<file path="src/rtl/mem_copy_master.sv">
// DMA copy engine acting as a second master on the picorv32 native valid/ready bus.
// Copies word_count words from src_addr to dst_addr, one read then one write per word.
module mem_copy_master #(
  parameter int unsigned COUNT_W = 16,
  parameter int unsigned TIMEOUT = 255
) (
  input  logic               clk,
  input  logic               resetn,
  input  logic               start,
  input  logic [31:0]        src_addr,
  input  logic [31:0]        dst_addr,
  input  logic [COUNT_W-1:0] word_count,
  output logic               busy,
  output logic               done,
  output logic               error,
  output logic               mem_valid,
  output logic               mem_instr,
  output logic [3:0]         mem_wstrb,
  output logic [31:0]        mem_wdata,
  output logic [31:0]        mem_addr,
  input  logic               mem_ready,
  input  logic [31:0]        mem_rdata
);

  localparam bit          TimeoutEn   = (TIMEOUT != 0);
  localparam logic [31:0] TimeoutLast = 32'(TIMEOUT) - 32'd1;

  typedef enum logic [2:0] {StIdle, StRd, StRdGap, StWr, StWrGap, StFin} state_e;

  state_e             state_q, state_d;
  logic [31:0]        src_q, src_d;
  logic [31:0]        dst_q, dst_d;
  logic [COUNT_W-1:0] cnt_q, cnt_d;
  logic [31:0]        data_q, data_d;
  logic               error_q, error_d;
  logic               valid_q, valid_d;
  logic [3:0]         wstrb_q, wstrb_d;
  logic [31:0]        addr_q, addr_d;
  logic [31:0]        wdata_q, wdata_d;
  logic [31:0]        wait_q, wait_d;
  logic               timeout_hit;

  logic unused_addr_lsbs;
  assign unused_addr_lsbs = ^{src_addr[1:0], dst_addr[1:0]};

  // Fires on the last permitted wait cycle so valid is high for exactly TIMEOUT stalled cycles.
  assign timeout_hit = TimeoutEn && valid_q && !mem_ready && (wait_q == TimeoutLast);

  always_comb begin
    state_d = state_q;
    src_d   = src_q;
    dst_d   = dst_q;
    cnt_d   = cnt_q;
    data_d  = data_q;
    error_d = error_q;
    valid_d = valid_q;
    wstrb_d = wstrb_q;
    addr_d  = addr_q;
    wdata_d = wdata_q;
    wait_d  = wait_q;
    if (valid_q && !mem_ready) begin
      wait_d = wait_q + 32'd1;
    end

    case (state_q)
      StIdle: begin
        if (start) begin
          src_d   = {src_addr[31:2], 2'b00};
          dst_d   = {dst_addr[31:2], 2'b00};
          cnt_d   = word_count;
          error_d = 1'b0;
          if (word_count == '0) begin
            state_d = StFin;
          end else begin
            state_d = StRd;
            valid_d = 1'b1;
            wstrb_d = 4'b0000;
            addr_d  = {src_addr[31:2], 2'b00};
            wait_d  = 32'd0;
          end
        end
      end
      StRd: begin
        if (mem_ready) begin
          data_d  = mem_rdata;
          valid_d = 1'b0;
          state_d = StRdGap;
        end else if (timeout_hit) begin
          valid_d = 1'b0;
          error_d = 1'b1;
          state_d = StFin;
        end
      end
      StRdGap: begin
        state_d = StWr;
        valid_d = 1'b1;
        wstrb_d = 4'b1111;
        addr_d  = dst_q;
        wdata_d = data_q;
        wait_d  = 32'd0;
      end
      StWr: begin
        if (mem_ready) begin
          src_d   = src_q + 32'd4;
          dst_d   = dst_q + 32'd4;
          cnt_d   = cnt_q - 1'b1;
          valid_d = 1'b0;
          state_d = StWrGap;
        end else if (timeout_hit) begin
          valid_d = 1'b0;
          error_d = 1'b1;
          state_d = StFin;
        end
      end
      StWrGap: begin
        if (cnt_q == '0) begin
          state_d = StFin;
        end else begin
          state_d = StRd;
          valid_d = 1'b1;
          wstrb_d = 4'b0000;
          addr_d  = src_q;
          wait_d  = 32'd0;
        end
      end
      StFin: begin
        state_d = StIdle;
      end
      default: begin
        state_d = StIdle;
        valid_d = 1'b0;
      end
    endcase
  end

  always_ff @(posedge clk or negedge resetn) begin
    if (!resetn) begin
      state_q <= StIdle;
      src_q   <= '0;
      dst_q   <= '0;
      cnt_q   <= '0;
      data_q  <= '0;
      error_q <= 1'b0;
      valid_q <= 1'b0;
      wstrb_q <= '0;
      addr_q  <= '0;
      wdata_q <= '0;
      wait_q  <= '0;
    end else begin
      state_q <= state_d;
      src_q   <= src_d;
      dst_q   <= dst_d;
      cnt_q   <= cnt_d;
      data_q  <= data_d;
      error_q <= error_d;
      valid_q <= valid_d;
      wstrb_q <= wstrb_d;
      addr_q  <= addr_d;
      wdata_q <= wdata_d;
      wait_q  <= wait_d;
    end
  end

  assign busy      = (state_q != StIdle);
  assign done      = (state_q == StFin);
  assign error     = error_q;
  assign mem_valid = valid_q;
  assign mem_instr = 1'b0;
  assign mem_wstrb = wstrb_q;
  assign mem_addr  = addr_q;
  assign mem_wdata = wdata_q;

endmodule

</file>
<file path="config.mk">
export PLATFORM = sky130hd
export DESIGN_NAME = mem_copy_master
export DESIGN_NICKNAME = d
export VERILOG_FILES = /design/src/rtl/mem_copy_master.sv
export SDC_FILE = /design/constraint.sdc
export NUM_CORES = 1
export LEC_CHECK = 0
export BUFFER_PORTS_ARGS = -buffer_cell sky130_fd_sc_hd__clkbuf_2
export CORE_AREA = 2 2 145 147
export CTS_CLUSTER_SIZE = 16
export DETAILED_ROUTE_END_ITERATION = 10
export DIE_AREA = 0 0 147 149
export HOLD_SLACK_MARGIN = 0.06
export PLACE_DENSITY_LB_ADDON = 0.05
export SLEW_MARGIN = 20
export SYNTH_ARGS = -nofsm -noshare
export SYNTH_HDL_FRONTEND = slang
export SYNTH_SLANG_ARGS = --single-unit
</file>
<file path="constraint.sdc">
create_clock -name clk -period 2.07 [get_ports clk]
set_input_delay 0.414 -clock clk [delete_from_list [all_inputs] [get_ports clk]]
set_output_delay 0.414 -clock clk [all_outputs]
set_load 0.01 [all_outputs]
</file>
==> reports/metrics.cfg <==
[outcome]
status = complete, no violations

[worst_setup_path]
crit_family = buffers and inverters
startpoint_type = register
critical_path_class = reg -> out
crit_fanout = 4
cp-end-kind = output port
cp.required_ns = 1.66
cp_cell_sequence = nor2_1 > buf_4 > nand2_2 > buf_4 > clkbuf_2
critPathSlowestCell = dfrtp_2
critPathMostFrequentCell = buf_4
worstPathArrival_ns = 1.63
cp_num_buf_inv = 3
slowest_delay_ns = 0.44

[timing]
drv_slew = 0
hold_viol = 0
tightest_slew_ns = 0.487
final-setup-viol-count = 0
skew_ns = 0.0190
slew_headroom_pct = 67.2
rsz0062_at_grt = no
whs_ns = 0.117
min_period_ns = 2.04
fmax_ghz = 0.489
timing.final.crit_share_pct = 98.7
tns_ns = 0

[clock_network]
cts_buffer_depth = 3
clock-sinks = 209
cts_buffers = 24
clk_pin_slew_ns = 0.06
htreeDepth = 1
cts_root_buffer = clkbuf_16
cts_tree = built
clock_latency_ns = 0.53

[grt]
grtUsageTotal_pct = 29.0
grt_pass1_vias = 9878
grt_max_degree = 65
antenna_found_initial = 0
grt-ovfl-total = 0
grt_pass1_wl_um = 51700

[cells_and_area]
n_fill_cell = 1673
diodes = 0
area_growth_pct = 23.8
final_net_count = 1506
final_cell_mix = dfrtp_1, clkbuf_2, a21oi_1
final_common_cell = dfrtp_1
drive_gt1_share_pct = 32.4
fin_cells = 1676

[die]
initial_core_util_pct = 55.4
dieArea_sq_um = 21900
die_x_um = 147
core_area_sq_um = 20600
top_level_ports = 189
die_y_um = 149
num_rows = 53

[routing]
ant_nets = 0
routed_wl_um = 32000
drt-initial-drc-count = 611
drt-vias-per-instance = 6.09
drc_errors = 0
vias = 10213
wire_per_inst_um = 19.1
drt-pass1-iter-count = 5

[placement]
hpwl_um = 22600
place_inst = 1632
gp_congestion = 0.872
port_buffers = 183

[yosys]
synth_ff_type = dfrtp_1
synth_area_sq_um = 11400
ys_top_cells_by_area = dfrtp_1, mux2_2, a21oi_1
syn_nets = 1285
synth.largest_area_cell = dfrtp_1
synth-edff-count = 0
netlist.area_leader.share_pct = 45.9
ys_warn_count = 0
ys_seq_elements = 209
synthArstFlopShare_pct = 100
netlist_instances = 1163
avgSynthCellArea_sq_um = 9.79
ys_seq_area_share_pct = 45.9
synth_cell_types = 67

[power_and_ir_drop]
ir_drop_mv = 0.913
p_leak_nw = 6.13
cellPowerDensity_nw_per_um2 = 1600

[flow_run]
cap_violations = 0

[min_path]
hp-class = in -> reg

-- path summary, 6_finish.rpt --
| check | from | endpoint | slack, ns | cells after the start |
|---|---|---|---|---|
| worst max register to register | state_q[2]$_DFFE_PN0N_ | mem_wdata[29]$_DFFE_PN0P_ | 0.08 | 6 |
| min in group asynchronous | resetn | src_q[17]$_DFFE_PN0P_ | 0.35 | 2 |
| max in group asynchronous | resetn | mem_wdata[27]$_DFFE_PN0P_ | 1.09 | 3 |
| worst min register to register | data_q[9]$_DFFE_PN0P_ | mem_wdata[9]$_DFFE_PN0P_ | 0.50 | 1 |
| worst max-delay path | state_q[1]$_DFFE_PN0N_ | busy | 0.03 | 5 |
| worst min-delay path | mem_rdata[17] | data_q[17]$_DFFE_PN0P_ | 0.12 | 2 |
-- Yosys cell counts (all sizes together) (3+ instances only) --
library cell and number:
buf 44, and4 6, ha 6, nor3 26, mux2 94, and2 6
a31oi 8, o22a 44, a22o 3, nor3b 3, a311oi 3, xor2 27
o31ai 3, nand4b 4, o21ai 44, a41oi 3, nor2b 3, a211oi 10
clkbuf 53, nand3 49, or3 7, o211ai 3, nor2 101, a21oi 105
nand4 34, nor4 22, nand2b 4, and3 16, o2bb2ai 9, a21o 5
o22ai 75, dfrtp 209, a2bb2oi 11, xnor2 4, a22oi 7, o32ai 5
nand2 75, inv 9
-- kinds of logic after synthesis --
family                     share of synthesized area [%]
and+or+nand+nor                                     16.7
AOI/OAI and AO/OA                                   19.7
DFF                                                 45.9
buffers and inverters                               4.28
muxes                                               10.3
xor gates and xnor gates                            2.38
adders and majority gates                          0.659
other                                             0.0329
-- flip-flops by register name, summed over array words and instances (netlist names) --
register   count
src_q         30
error          1
mem_wdata     32
mem_wstrb      1
mem_valid      1
cnt_q         16
state_q        3
wait_q        32
data_q        32
dst_q         30
mem_addr      31
-- layer usage --
metal	vias up	wire length, um	track usage, %
met5	-	0	0
met4	0	778	7.36
met3	57	2040	4.50
met2	368	15300	47.2
met1	4986	13800	41.1
li1	4802	-	-
-- stage by stage --
step                total power, mW  util [%]  worst slack [ns]  cell area (sq um)
global route                   23.9      68.6           0.00951              14100
floorplan                      14.1         -             0.173              11400
global placement               17.7      64.2            0.0229              13200
CTS                            22.4      68.3           0.00481              14000
finish                         22.5      68.6            0.0270              14100
detailed placement             18.0      64.2           -0.0393              13200
-- timing repair --
| action | 4_1_cts | 5_1_grt |
|---|---|---|
| hold buffers | 1 | 0 |
| endpoints found under the setup margin | 1 | 51 |
| gates resized for setup | 5 | 13 |
| setup buffers | 1 | 0 |
| hold endpoints to repair | 24 | 0 |
-- worst register-to-register path, stage by stage (launching register included) --
cell and delay (ns):
dfrtp_2 0.44, inv_2 0.07, buf_4 0.27, buf_4 0.25, and3_1 0.22, buf_12 0.22
mux2_2 0.39
-- power by group --
group | internal [mW] | switching (mW) | total (mW)
sequential | 5.89 | 1.45 | 7.34
combinational | 5.12 | 5.70 | 10.8
clock | 2.63 | 1.71 | 4.33
-- cell type report --
class | instances | area [sq um] | area share [%]
Multi-Input combinational cell | 847 | 5740 | 40.8
Clock inverter | 8 | 104 | 0.737
Timing Repair Buffer | 292 | 1920 | 13.6
Clock buffer | 35 | 712 | 5.05
Inverter | 10 | 40.0 | 0.284
Tap cell | 275 | 344 | 2.44
Sequential cell | 209 | 5230 | 37.1
No activity file was read; power rests on OpenSTA's default activity.
